==> config.mk <==
export PLATFORM = sky130hd
export DESIGN_NAME = ecc_decode
export DESIGN_NICKNAME = d
export VERILOG_FILES = /design/src/rtl/ecc_pkg.sv /design/src/rtl/ecc_syndrome.sv /design/src/rtl/ecc_decode.sv
export SDC_FILE = /design/constraint.sdc
export NUM_CORES = 1
export LEC_CHECK = 0
export ABC_AREA = 1
export ABC_CLOCK_PERIOD_IN_PS = 3400
export CORE_ASPECT_RATIO = 1.1
export CORE_MARGIN = 2
export CORE_UTILIZATION = 41
export DETAILED_ROUTE_END_ITERATION = 16
export PLACE_DENSITY = 0.7
export REMOVE_ABC_BUFFERS = 1
export SYNTH_ARGS = -nofsm -noshare
export SYNTH_HDL_FRONTEND = slang
export SYNTH_SLANG_ARGS = --single-unit
==> constraint.sdc <==
create_clock -name clk -period 3.4 [get_ports clk]
set_input_delay 1.02 -clock clk [delete_from_list [all_inputs] [get_ports clk]]
set_output_delay 1.02 -clock clk [all_outputs]
set_load 0.02 [all_outputs]
==> src/rtl/ecc_pkg.sv <==
// ecc_pkg: status codes, phase encodings and the
// shared check-bit equations for the byte ECC code.
package ecc_pkg;

  typedef enum logic [1:0] {
    ST_CLEAN      = 2'd0,
    ST_CORR_DATA  = 2'd1,
    ST_CORR_CHECK = 2'd2,
    ST_UNCORR     = 2'd3
  } status_t;

  typedef enum logic {
    PH_DATA  = 1'b0,
    PH_CHECK = 1'b1
  } phase_t;

  // Check bits for one data byte; the encoder uses the same equations.
  function automatic logic [5:0] ecc_check(
    input logic [7:0] d
  );
    logic [5:0] r;
    r[0] = d[0] ^ d[2] ^ d[4] ^ d[6];
    r[1] = d[1] ^ d[3] ^ d[5] ^ d[7];
    r[2] = d[0] ^ d[1] ^ d[4] ^ d[5];
    r[3] = d[2] ^ d[3] ^ d[6] ^ d[7];
    r[4] = d[0] ^ d[1] ^ d[2] ^ d[3];
    r[5] = d[4] ^ d[5] ^ d[6] ^ d[7];
    return r;
  endfunction

endpackage

==> src/rtl/ecc_syndrome.sv <==
// ecc_syndrome: combinational syndrome, classification
// and single-bit data correction for one codeword.
import ecc_pkg::*;

module ecc_syndrome (
  input  logic [7:0] d,
  input  logic [5:0] c,
  output logic [1:0] status,
  output logic [7:0] data_fix
);

  logic [5:0] syn;
  logic       pair_ok;
  logic [2:0] idx;

  // Syndrome and the data-bit position it points at.
  always_comb begin
    syn     = ecc_check(d) ^ c;
    pair_ok = (syn[0] ^ syn[1]) &
              (syn[2] ^ syn[3]) &
              (syn[4] ^ syn[5]);
    idx     = {syn[5], syn[3], syn[1]};
  end

  // Classify; a data error sets exactly one bit per check pair.
  always_comb begin
    status   = ST_UNCORR;
    data_fix = d;
    unique case (1'b1)
      (syn == 6'd0): status = ST_CLEAN;
      pair_ok: begin
        status   = ST_CORR_DATA;
        data_fix = d ^ (8'd1 << idx);
      end
      $onehot(syn): status = ST_CORR_CHECK;
      default: status = ST_UNCORR;
    endcase
  end

endmodule

==> src/rtl/ecc_decode.sv <==
// ecc_decode: two-byte codeword decoder with a
// registered result and saturating error counters.
import ecc_pkg::*;

module ecc_decode #(
  parameter int COUNT_W = 8
) (
  input  logic               clk,
  input  logic               reset,
  input  logic               in_valid,
  output logic               in_ready,
  input  logic [7:0]         in_byte,
  output logic               out_valid,
  input  logic               out_ready,
  output logic [7:0]         out_data,
  output logic [1:0]         out_status,
  input  logic               clear_counts,
  output logic [COUNT_W-1:0] corr_count,
  output logic [COUNT_W-1:0] uncorr_count
);

  localparam logic [COUNT_W-1:0] CNT_ONE =
    {{(COUNT_W-1){1'b0}}, 1'b1};

  phase_t     phase;
  phase_t     phase_nx;
  logic [7:0] dbyte;
  logic       xfer;
  logic       chk_acc;
  logic [1:0] st;
  logic [7:0] fix;
  logic       corr_inc;
  logic       uncorr_inc;
  logic       unused_hi;

  // Check-byte bits [7:6] carry no information.
  assign unused_hi = ^in_byte[7:6];

  assign in_ready   = !(out_valid && !out_ready);
  assign xfer       = in_valid && in_ready;
  assign chk_acc    = xfer && (phase == PH_CHECK);
  assign corr_inc   = chk_acc &&
                      ((st == ST_CORR_DATA) ||
                       (st == ST_CORR_CHECK));
  assign uncorr_inc = chk_acc && (st == ST_UNCORR);

  ecc_syndrome u_syn (
    .d        (dbyte),
    .c        (in_byte[5:0]),
    .status   (st),
    .data_fix (fix)
  );

  // Phase register.
  always_ff @(posedge clk or posedge reset) begin
    if (reset) phase <= PH_DATA;
    else       phase <= phase_nx;
  end

  // Phase advances on every accepted byte.
  always_comb begin
    phase_nx = phase;
    if (xfer) begin
      case (phase)
        PH_DATA:  phase_nx = PH_CHECK;
        PH_CHECK: phase_nx = PH_DATA;
        default:  phase_nx = PH_DATA;
      endcase
    end
  end

  // Capture the data byte while waiting for its check byte.
  always_ff @(posedge clk or posedge reset) begin
    if (reset)
      dbyte <= 8'h00;
    else if (xfer && phase == PH_DATA)
      dbyte <= in_byte;
  end

  // Result register; a new load wins over a retire.
  always_ff @(posedge clk or posedge reset) begin
    if (reset) begin
      out_valid  <= 1'b0;
      out_data   <= 8'h00;
      out_status <= ST_CLEAN;
    end else if (chk_acc) begin
      out_valid  <= 1'b1;
      out_data   <= fix;
      out_status <= st;
    end else if (out_ready) begin
      out_valid  <= 1'b0;
    end
  end

  // Corrected-error counter, saturating; clear wins.
  always_ff @(posedge clk or posedge reset) begin
    if (reset)
      corr_count <= '0;
    else if (clear_counts)
      corr_count <= '0;
    else if (corr_inc && corr_count != '1)
      corr_count <= corr_count + CNT_ONE;
  end

  // Uncorrectable-error counter, saturating; clear wins.
  always_ff @(posedge clk or posedge reset) begin
    if (reset)
      uncorr_count <= '0;
    else if (clear_counts)
      uncorr_count <= '0;
    else if (uncorr_inc && uncorr_count != '1)
      uncorr_count <= uncorr_count + CNT_ONE;
  end

endmodule

==> metrics.txt <==
overflow left after global routing 0; drt initial violations ~110; Min-Delay Endpoint phase; share of the synthesized area in the top cell type 0.397; count leader, synth nand2_1; first-pass GRT wire length approximately 9000 um; Layout Skew a little over 0.003 ns; clk buf depth 2; run status finished with violations; Least-Margin Pin Slew 0.636 ns; hold path depth 2; via count 2166; Arrival @ worst endpoint 3.72 ns; final hold vios 0; CTS tree built; final worst slack -0.134 ns; H-tree levels 2; hold-fix buffers at CTS 0; DP Wirelength 3860 um; vias in the first global route 2062; Seq/Total Area, Yosys 0.397; Ys Warns 0; relative slew slack 0.575; worst-path fanout max 5; Port Buffers 40; nets 387; Core Footprint 5360 sq um; largest net degree at the start of global routing 37; Max Slew Vio Count 0; Main synth FF type dfrtp_1; Post-synth EDFFs 0; CP Launch Type input pin; reg2reg path depth 15; synth unique cells 27; Total Wirelength 5550 um; Final ANT Viol Nets 0; Hold Crit Start phase; GRT Util Overall 0.194; Remaining DRCs 0; Period Utilization, post-route 1.04; clk sink count 36; die area 6140 sq um; synth top area cells dfrtp_1 (40%), nand2_1 (17%), nand3_1 (8.2%); Synth Cell Area between 2000 and 2500 sq um; Syn Area/Cell ~7.6 sq um; Placement Rows 28; failing checks negative setup slack; Crit Reg-Reg Startpoint dbyte[1]; maxcap violations 0; worst skew pair latency 0.29 ns; Fin Setup TNS -0.817 ns; layout cells sized above 1 0.223; io pins 41; root buffer cell clkbuf_8; Filler cells 476; ANT cells 0; CP Class in -> reg; synthesized instance count about 300; RR Endpoint corr_count[6]; Final GP Congestion around 0.88; Post-synth ARST share 1.00; TritonRoute pass-1 iters 4; RSZ-0062 raised after global routing yes; Vias/cell slightly below 5; synth-to-layout area growth 41.7%; Clk pin slew, worst setup/hold paths 0.07 ns; Die Width approximately 75 um; initial antenna violation count 0; Critical Path End Type flip-flop; TritonCTS buffer count 5; post-synthesis register bit count 36; fin crit period 3.53 ns; Final Setup Violations 13; post-synth top area cell dfrtp_1; Die Height around 82 um; achievable frequency 283 MHz; Hold Crit Class reg -> reg; Starting Density 0.423; routed len/inst between 10 and 15 um; r2r setup slk 0.04 ns; Critical Path RT approximately 3.6 ns; Commonest cells post-synth nand2_1 (101), nand3_1 (37), dfrtp_1 (36), inv_1 (32), nor2_1 (17)
[repair_timing]
action / 4_1_cts / 5_1_grt
cloned: 0 / 0
pin swaps: 23 / 20
buffers inserted: 3 / 2
resized for setup: 51 / 18
endpoints found under the setup margin: 18 / 16
[worst max-delay path: stages]
cell and delay (ns):
buf_8 0.11, xnor2_4 0.12, xor2_2 0.17, xnor2_2 0.25, ha_4 0.26, fa_2 0.40
ha_4 0.17, xnor2_2 0.14, nand3b_1 0.16, ha_4 0.32, nand3_4 0.11, nor3_4 0.27
nand3_1 0.10, nand2_1 0.07, nor2_1 0.05
[area by class of cell]
cell class                      instances  area, sq um  area share
Multi-Input combinational cell        223         1420       0.441
Sequential cell                        36          901       0.280
Timing Repair Buffer                   63          567       0.176
Inverter                               33          126      0.0393
Tap cell                               75         93.8      0.0292
Clock buffer                            6         72.6      0.0226
Clock inverter                          2         35.0      0.0109
[cells by family after synthesis]
group                      count (synthesis)  share of synthesized area
adders and majority gates                 12                     0.0728
AOI/OAI and AO/OA                         20                     0.0508
DFF                                       36                      0.397
buffers and inverters                     40                     0.0712
xor gates and xnor gates                  18                     0.0729
and+or+nand+nor                          173                      0.335
[routing by layer]
metal,track usage,share of wire,vias to the layer above
li1,-,-,1071
met5,0,0,-
met4,0.0696,0.018,0
met2,0.339,0.51,63
met1,0.231,0.41,1020
met3,0.0442,0.057,12
[layout by cell type, fill, tap and decap left out, types with 2 or more instances in the layout]
master            n
nand2_2           8
xor2_1            7
nand3_1          31
o21ai_0           6
nor3_1            3
xnor2_2           2
buf_4            21
inv_1            26
inv_2             6
clkdlybuf4s50_1  34
nor2_1           16
nor2_4            3
clkbuf_2          4
clkbuf_8          5
nand3b_1          5
a21oi_1          10
buf_6             3
nand4_1           2
xor2_2            3
nand2_1          94
xnor2_1           5
dfrtp_1          36
ha_4              6
nand3_2           7
ha_1              3
[state kept, by name, indices dropped and copies added, names as in the netlist]
name	cells
out_status	2
corr_count	8
out_data	8
dbyte	8
out_valid	1
uncorr_count	8
phase	1
[metrics by stage]
| step | std cells | area [sq um] | hold WS (ns) | setup slack (ns) | utilization |
|---|---|---|---|---|---|
| after floorplan | 292 | 2230 | 0.442 | -0.338 | - |
| after global placement | 425 | 2860 | 0.453 | -0.820 | 0.533 |
| after detailed placement | 425 | 2860 | 0.460 | -0.999 | 0.533 |
| after CTS | 436 | 3150 | 0.477 | -0.173 | 0.587 |
| after global routing | 438 | 3210 | 0.494 | -0.282 | 0.599 |
| final | 438 | 3210 | 0.476 | -0.134 | 0.599 |
[worst max path at each step]
stage	from	endpoint	slack [ns]	depth (start not counted)
global placement	in_byte[0]	corr_count[4]	-0.82	15
detailed placement	in_byte[0]	corr_count[6]	-1.0	15
finish	in_byte[0]	corr_count[6]	-0.13	15
CTS	in_byte[0]	corr_count[5]	-0.17	14
floorplan	in_byte[0]	uncorr_count[5]	-0.34	16
global route	in_byte[0]	corr_count[6]	-0.28	15
Power is left out: the tool's default activity adds up to more than one toggle a clock period on the data nets, which glitch-free logic cannot reach.
==> RTL change 1, RTL diff (same flow settings) <==
Reset style: synchronous (`reset`), changed in 5 clocked blocks.
--- a/src/rtl/ecc_decode.sv
+++ b/src/rtl/ecc_decode.sv
@@ -52,7 +52,7 @@
   );
 
   // Phase register.
-  always_ff @(posedge clk or posedge reset) begin
+  always_ff @(posedge clk) begin
     if (reset) phase <= PH_DATA;
     else       phase <= phase_nx;
   end
@@ -70,7 +70,7 @@
   end
 
   // Capture the data byte while waiting for its check byte.
-  always_ff @(posedge clk or posedge reset) begin
+  always_ff @(posedge clk) begin
     if (reset)
       dbyte <= 8'h00;
     else if (xfer && phase == PH_DATA)
@@ -78,7 +78,7 @@
   end
 
   // Result register; a new load wins over a retire.
-  always_ff @(posedge clk or posedge reset) begin
+  always_ff @(posedge clk) begin
     if (reset) begin
       out_valid  <= 1'b0;
       out_data   <= 8'h00;
@@ -93,7 +93,7 @@
   end
 
   // Corrected-error counter, saturating; clear wins.
-  always_ff @(posedge clk or posedge reset) begin
+  always_ff @(posedge clk) begin
     if (reset)
       corr_count <= '0;
     else if (clear_counts)
@@ -103,7 +103,7 @@
   end
 
   // Uncorrectable-error counter, saturating; clear wins.
-  always_ff @(posedge clk or posedge reset) begin
+  always_ff @(posedge clk) begin
     if (reset)
       uncorr_count <= '0;
     else if (clear_counts)
Function: differs if reset is asserted again (counterexample within 4 cycles, from zero or initial values and one cycle with reset high); with reset held inactive, the same outputs for 10 cycles.
==> RTL change 1 against the unedited design <==
The run still ends with negative setup slack left. Setup slack improved by 57 ps. Die area rose by 2.1%. Count of clock-buffer cells in the layout did not move. Final area rose by 3.1%. Wire length barely moved. First-iteration DRC count fell by 23%. Critical endpoint is now corr_count[4]. Sequential cell count did not move. Area after synthesis rose by 2.2%.
Power is left out: it rests on default switching activity, and per cell area and clock period it moved more than threefold.
==> RTL change 1: results <==
{
  "grt_pass1_wl_um": 9740,
  "grt_pass1_vias": 2230,
  "status": "complete, but fails checks",
  "gp_congestion": 0.845,
  "synthTopCellsByCount": "nand2_1 (64), dfxtp_1 (36), nand3_1 (35)",
  "hpwl_um": 3920,
  "relSlewSlack_pct": 65.6,
  "timing.rr.start": "dbyte[1]",
  "via_per_inst": 4.96,
  "ys_async_sr_fraction_pct": 0,
  "synthDistinctLibCells": 35,
  "placed_cells": 445,
  "cp_data_arrival_time_ps": 3670,
  "r2r_slack_ps": 10,
  "r2r_end": "corr_count[4]",
  "grt_max_degree": 20,
  "worst_slack_ps": -77.3,
  "place_ws_ps": -935,
  "grt_util_all_layers_pct": 19.4,
  "clk_latency_ps": 290,
  "drive_above_1_share_pct": 29.2,
  "use_met2_pct": 33.4,
  "drt_wl_total_um": 5550,
  "grtUsageMet1_pct": 24.1,
  "reg2reg_depth": 14,
  "violations": "negative setup slack",
  "holdCritStartpoint": "phase",
  "setup_violations": 16,
  "synth_area_leaders": "dfxtp_1 (31%), nand2_1 (10%), nand3_1 (7.6%), a21oi_1 (6.5%), ha_1 (5.4%)",
  "fin_nets": 407,
  "cts_root_buf": "clkbuf_8",
  "hold_end": "phase",
  "h-tree-depth": 2,
  "ys_seq_area_share_pct": 31.1
}
==> RTL change 1: final cells by class <==
type / instances / area (um2)
Multi-Input combinational cell: 238 / 1660
Timing Repair Buffer: 65 / 601
Clock buffer: 6 / 82.6
Tap cell: 75 / 93.8
Inverter: 36 / 140
Clock inverter: 2 / 10.0
Sequential cell: 36 / 721
Fill cell: 485 / 2120
==> RTL change 1: cell families (layout without fill, tap and decap cells) <==
kind of cell,after synthesis,in the layout,synth area share [%]
DFF,36,36,31.1
adders and majority gates,12,12,7.13
xor gates and xnor gates,20,20,7.56
buffers and inverters,41,109,7.72
AOI/OAI and AO/OA,53,53,12.6
and+or+nand+nor,153,153,33.9
==> RTL change 1: per-layer routing <==
| metal | wire length [um] | share of wire, % |
|---|---|---|
| met1 | 2500 | 45 |
| met2 | 2740 | 49 |
| met3 | 231 | 4.2 |
| met4 | 77 | 1.4 |
| met5 | 0 | 0 |
==> RTL change 1: repair_timing <==
action                     in CTS  in global routing
resized for setup              43                 29
setup buffers                   4                  1
pin swaps                      23                 21
setup endpoints to repair      18                 18
==> RTL change 1: worst max-delay path by stage <==
| stage | to | cells after the start |
|---|---|---|
| after floorplan | corr_count[3] | 14 |
| after global placement | corr_count[3] | 15 |
| after detailed placement | corr_count[3] | 15 |
| after CTS | corr_count[3] | 15 |
| after global routing | uncorr_count[1] | 18 |
| final | corr_count[4] | 15 |
==> RTL change 1: per-stage QoR <==
stage	setup TNS, ps	util, %	hold slack, ps	instance area, um2
floorplan	-2570	-	433	2280
global placement	-14040	54.1	447	2940
detailed placement	-15180	54.1	466	2940
CTS	-1650	59.2	478	3210
global route	-2920	61.0	491	3310
finish	-849	61.0	474	3310
==> RTL change 2, RTL diff (same settings) <==
Made on the original files. Set the parameter `COUNT_W` to 12 (it was 8).
--- a/src/rtl/ecc_decode.sv
+++ b/src/rtl/ecc_decode.sv
@@ -3,7 +3,7 @@
 import ecc_pkg::*;
 
 module ecc_decode #(
-  parameter int COUNT_W = 8
+  parameter int COUNT_W = 12
 ) (
   input  logic               clk,
   input  logic               reset,
Ports: changed (resized corr_count and uncorr_count); port bits go from 41 to 49. The function was not compared with the original's and may differ.
==> RTL change 2 against the unedited design <==
The flow still finishes with violations (negative setup slack). Area after synthesis grew 31%. Wire length is 34% higher. First-iteration DRC count rose by 45%. Sequential cell count is 8 higher. Critical path depth is 3 higher. Maximum frequency grew 1.1%. Die area is 29% higher. Final area increased by 30%. Register-to-register slack worse by 30 ps. Setup slack better by 39 ps. Critical path type unchanged.
Power is not shown: default switching activity piles up to over one toggle a cycle in this logic, so the estimate is an artifact.
==> RTL change 2: results <==
{
  "status": "complete, but fails checks",
  "violations": "negative setup slack",
  "grt_pass1_wl_um": 12400,
  "holdCritStartpoint": "out_data[3]",
  "drive_above_1_share_pct": 29.4,
  "io_buffers": 48,
  "cp_max_fo": 4,
  "skew_ps": 8.96,
  "hpwl_um": 5320,
  "fin_nets": 493,
  "fill_cells": 619,
  "h-tree-depth": 2,
  "grt_pass1_vias": 2682,
  "cp_data_arrival_time_ps": 3740,
  "worst_slack_ps": -95.0,
  "reg_top3": "corr_count: 12 flops, uncorr_count: 12 flops",
  "synth-adder-area-share_pct": 5.55,
  "firstDrtPassIters": 5,
  "drt-initial-drc-count": 161,
  "hold_end": "out_data[3]",
  "grt_max_degree": 27,
  "gp_congestion": 0.945,
  "reg2reg_depth": 18,
  "timing.rr.start": "dbyte[0]",
  "setup_violations": 23,
  "wl_per_cell_um": 13.4,
  "synth_xor_area_share_pct": 6.77,
  "synthDistinctLibCells": 33,
  "vias": 2822,
  "whs_path_depth": 2,
  "grt_util_all_layers_pct": 19.3,
  "r2r_slack_ps": 10,
  "wl_met2_um": 3720,
  "ys_seq_area_share_pct": 37.0,
  "place_ws_ps": -881,
  "hold_path.class": "flip-flop to flip-flop",
  "synth_area_leaders": "dfrtp_1 (37%), nand2_1 (13%), nand3_1 (7.2%), xor2_1 (4.7%), ha_1 (4.2%)",
  "fmax_ghz": 0.286,
  "met1_length_um": 3280,
  "r2r_end": "corr_count[5]",
  "dr_wl_met3_um": 274,
  "synthTopCellsByCount": "nand2_1 (104), dfrtp_1 (44), nand3_1 (43)",
  "setup_tns_ps": -882,
  "clk_pin_slew_worst_paths_ps": 90,
  "antenna_cells": 0,
  "relSlewSlack_pct": 66.3,
  "synth_compound_area_share_pct": 5.51
}
RTL change 2: cell types whose count changed after synthesis, sizes merged, moves of 3 or more:
cell / unedited run / this run
nand3: 39 / 48
nand3b: 5 / 2
nand4: 2 / 17
o21ai: 7 / 17
buf: 4 / 7
xor2: 10 / 16
dfrtp: 36 / 44
nand2: 103 / 118
a21oi: 11 / 6
inv: 33 / 41
nor2: 20 / 34
o31ai: 0 / 4
RTL change 2: per-stage QoR:
step / hold WS, ps / area [um2] / util [%] / cells
2_1_floorplan: 524 / 2920 / - / 377
3_3_place_gp: 466 / 3710 / 52.9 / 537
3_5_place_dp: 470 / 3710 / 52.9 / 537
4_1_cts: 492 / 3980 / 56.9 / 550
5_1_grt: 512 / 4180 / 59.7 / 554
6_report: 484 / 4180 / 59.7 / 554
RTL change 2: per-layer routing:
| metal | global-route usage (%) | up-vias |
|---|---|---|
| li1 | - | 1413 |
| met1 | 25.1 | 1342 |
| met2 | 33.1 | 55 |
| met3 | 2.29 | 12 |
| met4 | 6.88 | 0 |
| met5 | 0 | - |
RTL change 2: worst max path at each step:
stage                    start            end  slack (ps)  depth (start not counted)
floorplan           in_byte[1]  corr_count[5]        -240                         21
global placement    in_byte[2]  corr_count[5]        -770                         19
detailed placement  in_byte[2]  corr_count[5]        -880                         19
CTS                 in_byte[2]  corr_count[5]        -110                         18
global route        in_byte[1]  corr_count[3]        -230                         21
finish              in_byte[0]  corr_count[5]         -90                         18
RTL change 2: worst max-delay path, cell delays in order:
cell      delay (ps)
buf_6             70
inv_2             40
xor2_2           170
xnor2_1          150
buf_4            160
ha_4             150
fa_2             560
ha_4             200
nand3b_1         200
ha_1             320
inv_2             40
nor2_2           110
nand2_2          100
inv_4            110
nand2_4           80
o21ai_2          120
nand2_1           50
nor2_1            80
RTL change 2: cell type report:
type	count	area (um2)	share of cell area, %
Clock inverter	2	35.0	0.837
Clock buffer	6	72.6	1.73
Inverter	43	181	4.34
Tap cell	85	106	2.54
Multi-Input combinational cell	290	1920	45.8
Sequential cell	44	1100	26.3
Timing Repair Buffer	84	772	18.5
RTL change 2: what timing repair did:
item	in CTS	in global routing
pin swaps	22	25
buffers inserted	5	4
resized for setup	43	51
setup endpoints to repair	26	25
RTL change 2: kinds of logic (layout without fill, tap and decap cells):
group / count (synthesis) / in the layout
buf+inv: 52 / 135
xor+xnor: 23 / 23
fa+ha+maj: 12 / 12
simple gates: 226 / 226
compound gates: 29 / 29
flops: 44 / 44
